==> src/rtl/game_pkg.sv <==
// Shared types for the game flow controller: FSM state encoding, BCD digit
// type, sound-event bit positions, screen-message bundle and small helpers.
package game_pkg;

    typedef enum logic [2:0] {
        ST_START     = 3'd0,
        ST_PLAY      = 3'd1,
        ST_DYING     = 3'd2,
        ST_LEVEL_UP  = 3'd3,
        ST_GAME_OVER = 3'd4,
        ST_WIN       = 3'd5
    } state_t;

    typedef logic [3:0] bcd_digit_t;

    // Bit positions inside the one-hot sound-event output
    localparam int SND_KILL  = 0;
    localparam int SND_HIT   = 1;
    localparam int SND_LEVEL = 2;
    localparam int SND_END   = 3;

    // Screen message selects plus player enable, registered as one bundle
    typedef struct packed {
        logic stg;
        logic scr;
        logic edg;
        logic win;
        logic plr;
    } msg_t;

    // Points for one cycle (0..198) split into a hundreds flag and two BCD digits
    typedef struct packed {
        logic       hund;
        bcd_digit_t tens;
        bcd_digit_t ones;
    } pts_bcd_t;

    // Message bundle shown while the FSM sits in a given state
    function automatic msg_t msgs_for(input state_t s);
        msg_t m;
        m = '0;
        case (s)
            ST_START:              m.stg = 1'b1;
            ST_PLAY: begin
                m.scr = 1'b1;
                m.plr = 1'b1;
            end
            ST_DYING, ST_LEVEL_UP: m.scr = 1'b1;
            ST_GAME_OVER:          m.edg = 1'b1;
            ST_WIN:                m.win = 1'b1;
            default:               m = '0;
        endcase
        return m;
    endfunction

    // Binary points value to BCD; both kill values are <= 99 so the sum is <= 198
    function automatic pts_bcd_t pts_to_bcd(input logic [7:0] v);
        pts_bcd_t   r;
        logic [7:0] rem;
        r.hund = (v >= 8'd100);
        rem    = r.hund ? (v - 8'd100) : v;
        r.tens = 4'(rem / 8'd10);
        r.ones = 4'(rem % 8'd10);
        return r;
    endfunction

endpackage

==> src/rtl/bcd_score_acc.sv <==
// Four-digit BCD score accumulator with saturation at 9999.
// Adds a two-digit BCD addend (plus an optional hundreds carry-in, used when
// an invader and Lrrr kill land in the same cycle) on each add strobe.
module bcd_score_acc
    import game_pkg::*;
(
    input  logic                 clk,
    input  logic                 resetN,
    input  logic                 clr,
    input  logic                 add_en,
    input  bcd_digit_t [1:0]     add_val,
    input  logic                 add_hund,
    output bcd_digit_t [3:0]     score
);

    bcd_digit_t [3:0] score_reg;
    bcd_digit_t [3:0] sum_next;
    logic       [4:0] carry;

    assign carry[0] = 1'b0;

    // Ripple BCD adder, one decimal digit per generate slice
    for (genvar gi = 0; gi < 4; gi++) begin : g_digit
        bcd_digit_t addend;
        logic [4:0] raw;
        logic [4:0] raw_adj;

        if (gi < 2) begin : g_lo
            assign addend = add_val[gi];
        end else if (gi == 2) begin : g_hund
            assign addend = {3'b000, add_hund};
        end else begin : g_top
            assign addend = 4'd0;
        end

        assign raw          = {1'b0, score_reg[gi]} + {1'b0, addend} + {4'b0000, carry[gi]};
        assign raw_adj      = raw - 5'd10;
        assign carry[gi+1]  = (raw > 5'd9);
        assign sum_next[gi] = carry[gi+1] ? raw_adj[3:0] : raw[3:0];
    end

    // Score register: clear on reset or new game, saturate on carry out of the top digit
    always_ff @(posedge clk) begin
        if (!resetN || clr) begin
            score_reg <= '0;
        end else if (add_en) begin
            if (carry[4]) begin
                score_reg <= {4'd9, 4'd9, 4'd9, 4'd9};
            end else begin
                score_reg <= sum_next;
            end
        end
    end

    assign score = score_reg;

endmodule

==> src/rtl/game_flow_ctrl.sv <==
// Game flow controller: start screen, play, respawn delay, level-up delay,
// game over and win, with lives/level/invader bookkeeping and BCD score.
// Optional build macro GAME_CHEAT_EN: when defined, cheatput forces WIN from
// PLAY, DYING or LEVEL_UP; when undefined cheatput is ignored.
module game_flow_ctrl
    import game_pkg::*;
#(
    parameter int NUM_INV     = 128,
    parameter int LIVES       = 3,
    parameter int MAX_LEVEL   = 4,
    parameter int INV_PTS     = 10,
    parameter int LRR_PTS     = 50,
    parameter int RESPAWN_SEC = 2,
    parameter int LEVEL_SEC   = 3
) (
    input  logic             clk,
    input  logic             resetN,
    input  logic             spcKey,
    input  logic             oneSec,
    input  logic             plrHit,
    input  logic             invKill,
    input  logic             lrrKill,
    input  logic             invLand,
    input  logic             cheatput,
    output logic             stgMsg,
    output logic             scrMsg,
    output logic             edgMsg,
    output logic             winMsg,
    output logic             plrEn,
    output logic             waveRst,
    output logic [3:0][3:0]  scrNum,
    output logic [2:0]       scrLiv,
    output logic [3:0]       level,
    output logic [3:0]       sndOut
);

    localparam int INV_W   = $clog2(NUM_INV + 1);
    localparam int SEC_MAX = (RESPAWN_SEC > LEVEL_SEC) ? RESPAWN_SEC : LEVEL_SEC;
    localparam int SEC_W   = (SEC_MAX < 2) ? 1 : $clog2(SEC_MAX + 1);

    state_t             state_reg;
    msg_t               msg_reg;
    logic               key_prev_reg;
    logic [2:0]         lives_reg;
    logic [3:0]         level_reg;
    logic [INV_W-1:0]   inv_left_reg;
    logic [SEC_W-1:0]   sec_cnt_reg;
    logic               wave_rst_reg;
    logic [3:0]         snd_reg;

    logic               press;
    logic               scoring;
    logic               inv_credit;
    logic               lrr_credit;
    logic [INV_W-1:0]   inv_left_after;
    logic [2:0]         lives_after;
    logic [7:0]         pts_bin;
    pts_bcd_t           pts_bcd;
    logic               cheat;
    logic               score_clr;

`ifdef GAME_CHEAT_EN
    assign cheat = cheatput;
`else
    logic unused_cheat;
    assign unused_cheat = cheatput;
    assign cheat        = 1'b0;
`endif

    // Kills score while the wave is live, including during the respawn delay;
    // an invader kill with nothing left on screen is dropped.
    assign press          = spcKey & ~key_prev_reg;
    assign scoring        = (state_reg == ST_PLAY) || (state_reg == ST_DYING);
    assign inv_credit     = scoring & invKill & (inv_left_reg != '0);
    assign lrr_credit     = scoring & lrrKill;
    assign inv_left_after = inv_left_reg - {{(INV_W-1){1'b0}}, inv_credit};
    assign lives_after    = lives_reg - {2'b00, plrHit};
    assign pts_bin        = (inv_credit ? 8'(INV_PTS) : 8'd0) + (lrr_credit ? 8'(LRR_PTS) : 8'd0);
    assign pts_bcd        = pts_to_bcd(pts_bin);
    assign score_clr      = (state_reg == ST_START) && press;

    bcd_score_acc u_score (
        .clk      (clk),
        .resetN   (resetN),
        .clr      (score_clr),
        .add_en   (inv_credit | lrr_credit),
        .add_val  ({pts_bcd.tens, pts_bcd.ones}),
        .add_hund (pts_bcd.hund),
        .score    (scrNum)
    );

    // Game FSM with registered messages, pulses and game bookkeeping
    always_ff @(posedge clk) begin
        if (!resetN) begin
            state_reg    <= ST_START;
            msg_reg      <= msgs_for(ST_START);
            key_prev_reg <= 1'b1;
            lives_reg    <= 3'(LIVES);
            level_reg    <= 4'd1;
            inv_left_reg <= INV_W'(NUM_INV);
            sec_cnt_reg  <= '0;
            wave_rst_reg <= 1'b0;
            snd_reg      <= '0;
        end else begin
            key_prev_reg           <= spcKey;
            wave_rst_reg           <= 1'b0;
            snd_reg                <= '0;
            snd_reg[SND_KILL]      <= inv_credit | lrr_credit;
            if (inv_credit) begin
                inv_left_reg <= inv_left_after;
            end

            case (state_reg)
                ST_START: begin
                    if (press) begin
                        lives_reg    <= 3'(LIVES);
                        level_reg    <= 4'd1;
                        inv_left_reg <= INV_W'(NUM_INV);
                        wave_rst_reg <= 1'b1;
                        state_reg    <= ST_PLAY;
                        msg_reg      <= msgs_for(ST_PLAY);
                        sec_cnt_reg  <= '0;
                    end
                end

                ST_PLAY: begin
                    if (plrHit) begin
                        lives_reg         <= lives_after;
                        snd_reg[SND_HIT]  <= 1'b1;
                    end
                    // Loss outranks wave clear, which outranks a survivable hit
                    if (invLand || (plrHit && (lives_after == 3'd0))) begin
                        if (invLand) begin
                            lives_reg <= 3'd0;
                        end
                        state_reg        <= ST_GAME_OVER;
                        msg_reg          <= msgs_for(ST_GAME_OVER);
                        sec_cnt_reg      <= '0;
                        snd_reg[SND_END] <= 1'b1;
                    end else if (cheat) begin
                        state_reg        <= ST_WIN;
                        msg_reg          <= msgs_for(ST_WIN);
                        sec_cnt_reg      <= '0;
                        snd_reg[SND_END] <= 1'b1;
                    end else if (inv_left_after == '0) begin
                        if (level_reg < 4'(MAX_LEVEL)) begin
                            state_reg          <= ST_LEVEL_UP;
                            msg_reg            <= msgs_for(ST_LEVEL_UP);
                            snd_reg[SND_LEVEL] <= 1'b1;
                        end else begin
                            state_reg          <= ST_WIN;
                            msg_reg            <= msgs_for(ST_WIN);
                            snd_reg[SND_END]   <= 1'b1;
                        end
                        sec_cnt_reg <= '0;
                    end else if (plrHit) begin
                        state_reg   <= ST_DYING;
                        msg_reg     <= msgs_for(ST_DYING);
                        sec_cnt_reg <= '0;
                    end
                end

                ST_DYING: begin
                    if (cheat) begin
                        state_reg        <= ST_WIN;
                        msg_reg          <= msgs_for(ST_WIN);
                        sec_cnt_reg      <= '0;
                        snd_reg[SND_END] <= 1'b1;
                    end else if (oneSec) begin
                        if (sec_cnt_reg == SEC_W'(RESPAWN_SEC - 1)) begin
                            state_reg   <= ST_PLAY;
                            msg_reg     <= msgs_for(ST_PLAY);
                            sec_cnt_reg <= '0;
                        end else begin
                            sec_cnt_reg <= sec_cnt_reg + 1'b1;
                        end
                    end
                end

                ST_LEVEL_UP: begin
                    if (cheat) begin
                        state_reg        <= ST_WIN;
                        msg_reg          <= msgs_for(ST_WIN);
                        sec_cnt_reg      <= '0;
                        snd_reg[SND_END] <= 1'b1;
                    end else if (oneSec) begin
                        if (sec_cnt_reg == SEC_W'(LEVEL_SEC - 1)) begin
                            level_reg    <= level_reg + 4'd1;
                            inv_left_reg <= INV_W'(NUM_INV);
                            wave_rst_reg <= 1'b1;
                            state_reg    <= ST_PLAY;
                            msg_reg      <= msgs_for(ST_PLAY);
                            sec_cnt_reg  <= '0;
                        end else begin
                            sec_cnt_reg <= sec_cnt_reg + 1'b1;
                        end
                    end
                end

                ST_GAME_OVER, ST_WIN: begin
                    if (press) begin
                        state_reg   <= ST_START;
                        msg_reg     <= msgs_for(ST_START);
                        sec_cnt_reg <= '0;
                    end
                end

                default: begin
                    state_reg   <= ST_START;
                    msg_reg     <= msgs_for(ST_START);
                    sec_cnt_reg <= '0;
                end
            endcase
        end
    end

    assign stgMsg  = msg_reg.stg;
    assign scrMsg  = msg_reg.scr;
    assign edgMsg  = msg_reg.edg;
    assign winMsg  = msg_reg.win;
    assign plrEn   = msg_reg.plr;
    assign waveRst = wave_rst_reg;
    assign scrLiv  = lives_reg;
    assign level   = level_reg;
    assign sndOut  = snd_reg;

endmodule

==> config.mk <==
export PLATFORM = sky130hd
export DESIGN_NAME = game_flow_ctrl
export DESIGN_NICKNAME = d
export VERILOG_FILES = /design/src/rtl/game_pkg.sv /design/src/rtl/bcd_score_acc.sv /design/src/rtl/game_flow_ctrl.sv
export SDC_FILE = /design/constraint.sdc
export NUM_CORES = 1
export LEC_CHECK = 0
export CELL_PAD_IN_SITES_DETAIL_PLACEMENT = 2
export CELL_PAD_IN_SITES_GLOBAL_PLACEMENT = 2
export CORE_MARGIN = 2
export CORE_UTILIZATION = 32
export CTS_CLUSTER_SIZE = 30
export DETAILED_ROUTE_END_ITERATION = 8
export HOLD_SLACK_MARGIN = 0.05
export PLACE_DENSITY_LB_ADDON = 0.1
export REMOVE_ABC_BUFFERS = 1
export SLEW_MARGIN = 20
export SYNTH_ARGS = -nofsm -noshare
export SYNTH_HDL_FRONTEND = slang
export SYNTH_SLANG_ARGS = --single-unit
==> constraint.sdc <==
create_clock -name clk -period 9.3 [get_ports clk]
set_clock_uncertainty 0.15 [all_clocks]
set_input_delay 1.395 -clock clk [delete_from_list [all_inputs] [get_ports clk]]
set_output_delay 1.395 -clock clk [all_outputs]
set_load 0.1 [all_outputs]
# ---- After elaboration in Yosys (flattened, before gate mapping)
# Cells that the tools add are included.
# W data, S select, Z words.
dict set report op_classes {
  n_reduce_logical 20
  div_mod_pow 2
  magnitude_cmp 6
  n_addsub 15
  mux 61
  bitwise_logic 9
  n_eq_ne 15
}
# op count
set ops {}
lappend ops {{$mux W5} 9}
lappend ops {{$mux W3} 14}
lappend ops {{$mux W8} 5}
lappend ops {{$mux W4} 8}
lappend ops {{$pmux W5 S5} 1}
lappend ops {{$gt A5 B4 Y1 const B} 4}
lappend ops {{$mux W2} 9}
lappend ops {{$mux W16} 1}
lappend ops {{$pmux W8 S2} 1}
lappend ops {{$pmux W3 S5} 1}
lappend ops {{$sub A4 B4 Y4 const B} 3}
lappend ops {{$add A4 B1 Y5} 2}
lappend ops {{$add A4 B4 Y5} 2}
lappend ops {{$add A5 B1 Y5} 2}
lappend ops {{$ne A2 B2 Y1 const B} 5}
lappend ops {{$div A8 B4 Y8 const B} 1}
lappend ops {{$logic_not A8 Y1} 1}
lappend ops {{$mod A8 B4 Y8 const B} 1}
lappend ops {{$pmux W2 S4} 1}
lappend ops {{$pmux W4 S2} 1}
lappend ops {{$reduce_and A4 Y1} 2}
lappend ops {{$reduce_bool A8 Y1} 1}
lappend ops {{$sub A7 B7 Y8 const B} 1}
lappend ops {{$sub A8 B1 Y8} 1}
lappend ops {{30 further kinds} 51}
dict set report word_totals {
  regBits 47
  elab_cells 147
  out_inout_bits 33
  input_bits 9
}

# ---- Depth between registers and ports, before layout
dict set report logic_depth {
  word_depth 18
  depth_mapped 35
  mapped_depth_nobuf 33
}

# ---- Modules after synthesis
# A second synthesis with hierarchy kept.
dict set report unflattened {
  cells_unflattened 338
  area_unflattened_um2 2990.4
}
# mod cells_each seq_area_each_um2 n_inst area_each_um2
set modules_own_cells {}
lappend modules_own_cells {game_flow_ctrl 199 620.6 1 1725.4}
lappend modules_own_cells {bcd_score_acc 139 320.3 1 1265.0}

# ---- Least setup slack after synthesis
# No wires, ideal clock.
dict set report synth_timing {
  kind {input port to flip-flop}
  start {input invKill}
  end {register u_score.score_reg (netlist bit u_score.score[2])}
  required_ns 9.022
  path_buffers 1
  path_stages 32
  setup_time_ns 0.128
  t_arrival_ns 7.869
  slack_ns 1.153
  cell_sequence {nand2b_1 nor3_2 inv_1 ha_1 xor2_1 ha_1 fa_1 xnor2_1 o21ai_0 a211oi_1 inv_1 fa_1 inv_1 fa_1 a21boi_0 o21ai_0 mux2i_1 o31a_1 ha_1 ha_1 or2_2 a21oi_1 nor3_1 ha_1 ha_1 inv_1 a21oi_1 o221a_2 clkbuf_1 nor2_1 a22oi_1 nor2_1}
}
dict set report synth_via {
  elab_chain_cells 16
  elab_cells_between_ends 23
  classes_between {9 x add/sub; 2 x div; 5 x order compare; 4 x mux; 3 x bitwise}
}
# element line
set synth_lines {}
lappend synth_lines {{start: declaration} game_flow_ctrl.sv:21} ;# input logic invKill,
lappend synth_lines {{$and A1 B1 Y1 (*) (2 in series)} game_flow_ctrl.sv:74} ;# assign inv_credit = scoring & invKill & (inv_left_reg != '0);
lappend synth_lines {{$mux W4} game_flow_ctrl.sv:78} ;# assign pts_bin = (inv_credit ? 8'(INV_PTS) : 8'd0) + (lrr_credit ? 8'(LRR_PTS) : 8'd0);
lappend synth_lines {{$add A4 B6 Y7} game_flow_ctrl.sv:78}
lappend synth_lines {{$sub A7 B7 Y8 or $ge A7 B7 Y1 (tied branches)} {game_pkg.sv:61, game_pkg.sv:60}}
lappend synth_lines {{$mux W8} game_pkg.sv:61} ;# rem = r.hund ? (v - 8'd100) : v;
lappend synth_lines {{$mod A8 B4 Y8} game_pkg.sv:63} ;# r.ones = 4'(rem % 8'd10);
lappend synth_lines {{$add A4 B4 Y5} bcd_score_acc.sv:36} ;# assign raw = {1'b0, score_reg[gi]} + {1'b0, addend} + {4'b0000, carry[gi]};
lappend synth_lines {{$gt A5 B4 Y1} bcd_score_acc.sv:38} ;# assign carry[gi+1] = (raw > 5'd9);
lappend synth_lines {{$add A5 B1 Y5} bcd_score_acc.sv:36}
lappend synth_lines {{$gt A5 B4 Y1} bcd_score_acc.sv:38}
lappend synth_lines {{$add A5 B1 Y5} bcd_score_acc.sv:36}
lappend synth_lines {{$gt A5 B4 Y1} bcd_score_acc.sv:38}
lappend synth_lines {{$add A4 B1 Y5} bcd_score_acc.sv:36}
lappend synth_lines {{$gt A5 B4 Y1} bcd_score_acc.sv:38}
lappend synth_lines {{$mux W16} bcd_score_acc.sv:47} ;# if (carry[4]) begin
lappend synth_lines {{end signal: assignment} bcd_score_acc.sv:48} ;# score_reg <= {4'd9, 4'd9, 4'd9, 4'd9};
lappend synth_lines {{end signal: assignment} bcd_score_acc.sv:50} ;# score_reg <= sum_next;
lappend synth_lines {{end: declaration} bcd_score_acc.sv:16} ;# bcd_digit_t [3:0] score_reg;
# Every way passes the cells marked *; elsewhere a longest branch is shown, timed or not.
# A chain may end at the register's enable or synchronous reset.

# ---- Worst setup path in the final report
# Same ends and word-level chain as after synthesis.

==> flow_metrics.tcl <==
set metrics [dict create \
    status "completed" \
    cp-end-kind "flop" \
    ys_seq_area_share_pct 32.0 \
    holdPathStages 2 \
    rows 34 \
    reg2reg_slack_ps 1290 \
    syn2layout_area_growth_pct 21.4 \
    regToRegStartpoint "inv_left_reg[2]$_SDFF_PN0_" \
    synthTopCellsByArea "dfxtp_1 32%, ha_1 8.5%, nor2_1 4.3%" \
    ys_warn_count 0 \
    core-area_mm2 0.00881 \
    crit_required_ps 9390 \
    path_max_fanout 11 \
    path_clk_slew_ps 90 \
    cts_tree "done" \
    htree_levels 2 \
    min_from "plrEn$_SDFFE_PN0P_" \
    synthCells 357 \
    ys_ff_latch 47 \
    dpl.hpwl_um 6130 \
    layout_commonest_cell "dfxtp_1" \
    cpPeakStageDelay_ps 530 \
    yosys.area.top_type "dfxtp_1" \
    cp.arrival_ps 8690 \
    clockBufferDepth 2 \
    hold_end "plrEn$_SDFFE_PN0P_" \
    grt_pass1_vias 2773 \
    drtAntennaViolNets 0 \
    die_h_um 99.9 \
    globalRoute.totalOverflow 0 \
    setup_viol 0 \
    synth_edf_count 0 \
    layout-drive-gt1-share_pct 7.11 \
    pwr-share-seq_pct 30.1 \
    setup-tns-final_ps 0 \
    vias_per_cell 5.27 \
    fillers 1017 \
    die_x_um 99.9 \
    cts_made_buffers 5 \
    layout.nets 425 \
    first_pass_iters 4 \
    initial_utilization_pct 33.4 \
    ys_types 59 \
    cts_root_buf "clkbuf_8" \
    worst_pin_slew_ps 1000 \
    ios 42 \
    yosys.area.top_type_share_pct 32.0 \
    place_congestion 0.726 \
    routed_wl_um 8150 \
    final-hold-violation-count 0 \
    vias 2646 \
    power_frac_comb_pct 51.2 \
    cpMaxStageDelayCell "fa_1" \
    mostFrequentLayoutCells "47 x dfxtp_1, 40 x clkdlybuf4s50_1, 34 x nor2_1, 32 x nand2_1, 25 x a21oi_1" \
    maxSlewHeadroom_pct 33.0 \
    drc_errors 0 \
    ir_drop_v 0.0000996 \
    clock.fmax_mhz 116 \
    wl_per_cell_um 16.2 \
    r2r_cells 31 \
    die_area_mm2 0.00998 \
    antenna_found_initial 0 \
    synthFlopType "dfxtp_1" \
    intPower_w 0.000460 \
    diodes 0 \
    syn_avg_cell_area_um2 8.24 \
    netSwitchingPower_w 0.000400 \
    worstHoldPathType "flop to flop" \
    largest_reg_flops 16 \
    cpMostUsedCell "ha_1" \
    first_iter_violations 60 \
    port_buffers 40 \
    rsz0062_at_grt "false" \
    total_power_w 0.000860 \
    synthArstFlopShare_pct 0 \
    track_usage_pct 17.1 \
    power_leakage_nw 1.43 \
    min_period_over_period_pct 92.5 \
    swShare_pct 46.6 \
    grt_max_degree 24 \
    start_kind "input port" \
    power.share.clock_pct 18.7 \
    clkSinkCount 47 \
    slew_viol_final 0 \
    startpoint "invKill" \
    clock_latency_ps 300 \
    cap_violations 0 \
    grt_pass1_wl_um 13900 \
    fin_crit_ps 8610 \
    critical_path_class "input port to flop" \
    powerDensity_mw_per_mm2 241 \
    syn-cell-area_mm2 0.00294 \
    timing.rr.end "u_score.score[2]$_SDFFE_PP0N_" \
]
[stage by stage]
step / area [um2] / instances / util, % / hold WS (ps) / setup WS [ps]
floorplan: 2860 / 342 / - / 319 / 1210
finish: 3570 / 502 / 40.5 / 316 / 694
global placement: 3430 / 494 / 38.9 / 298 / 363
detailed placement: 3430 / 494 / 38.9 / 306 / 26.9
global route: 3570 / 502 / 40.5 / 337 / 73.7
CTS: 3540 / 502 / 40.2 / 322 / 320
[cell type report]
| class | instances | area [um2] | area share, % |
|---|---|---|---|
| Clock inverter | 2 | 35.0 | 0.981 |
| Tap cell | 108 | 135 | 3.79 |
| Sequential cell | 47 | 941 | 26.4 |
| Inverter | 22 | 82.6 | 2.31 |
| Multi-Input combinational cell | 273 | 1860 | 52.2 |
| Clock buffer | 6 | 82.6 | 2.31 |
| Timing Repair Buffer | 44 | 430 | 12.1 |
[how the worst max path moves through the flow]
stage                                     to  slack [ps]  cells past startpoint
2_1_floorplan  u_score.score[5]$_SDFFE_PP0N_        1210                     29
3_3_place_gp   u_score.score[1]$_SDFFE_PP0N_         360                     31
3_5_place_dp   u_score.score[1]$_SDFFE_PP0N_          30                     31
4_1_cts        u_score.score[1]$_SDFFE_PP0N_         320                     31
5_1_grt        u_score.score[3]$_SDFFE_PP0N_          70                     31
6_report       u_score.score[2]$_SDFFE_PP0N_         690                     31
[cells by family (layout without fill, tap and decap cells)]
group	Yosys count	after routing	synth area share [%]
flip-flops	47	47	32.0
other	1	1	0.127
XOR/XNOR	17	17	5.06
AO/OA/AOI/OAI	87	87	19.2
adder cells (fa/ha/maj)	23	23	10.5
buffers and inverters	37	74	5.57
multiplexers	10	10	3.83
AND/OR/NAND/NOR	135	135	23.7
[metal layers]
metal	wire length, um	global-route usage [%]	up-vias	share of wire [%]
met4	53	3.37	0	0.65
met2	3690	27.9	31	45
met1	4250	24.4	1291	52
met3	160	2.51	5	2.0
met5	0	0	-	0
li1	-	-	1319	-
[power by group through the flow]
| stage | Clock, W | Sequential, W | Combinational [W] |
|---|---|---|---|
| after floorplan | 0 | 0.000379 | 0.000208 |
| after global placement | 0 | 0.000264 | 0.000430 |
| after detailed placement | 0 | 0.000264 | 0.000438 |
| after CTS | 0.000166 | 0.000260 | 0.000443 |
| after global routing | 0.000172 | 0.000266 | 0.000484 |
| final | 0.000161 | 0.000259 | 0.000440 |
[cells in the mapped netlist (all sizes together), types with 5 or more instances]
cell type,count
mux2i,10
nand3,9
a21oi,25
nor2,34
nand4,5
ha,20
xnor2,8
dfxtp,47
nand2b,14
nor3,6
nor2b,8
clkbuf,10
xor2,9
buf,5
inv,21
nand2,32
o21ai,22
[what timing repair did]
action                                 in CTS  in global routing
endpoints found under the hold margin       0                  0
hold buffers                                0                  0
setup endpoints to repair                   0                 10
setup buffers                               0                  0
resized for setup                           0                  4
[critical path: cells and delay by family]
kind	cells	cell delay, ps
buffers and inverters	4	740
adders and majority gates	9	3070
muxes	1	140
xor gates and xnor gates	2	410
AOI/OAI and AO/OA	9	1890
and+or+nand+nor	6	1070
No activity file was read; power rests on OpenSTA's default activity.
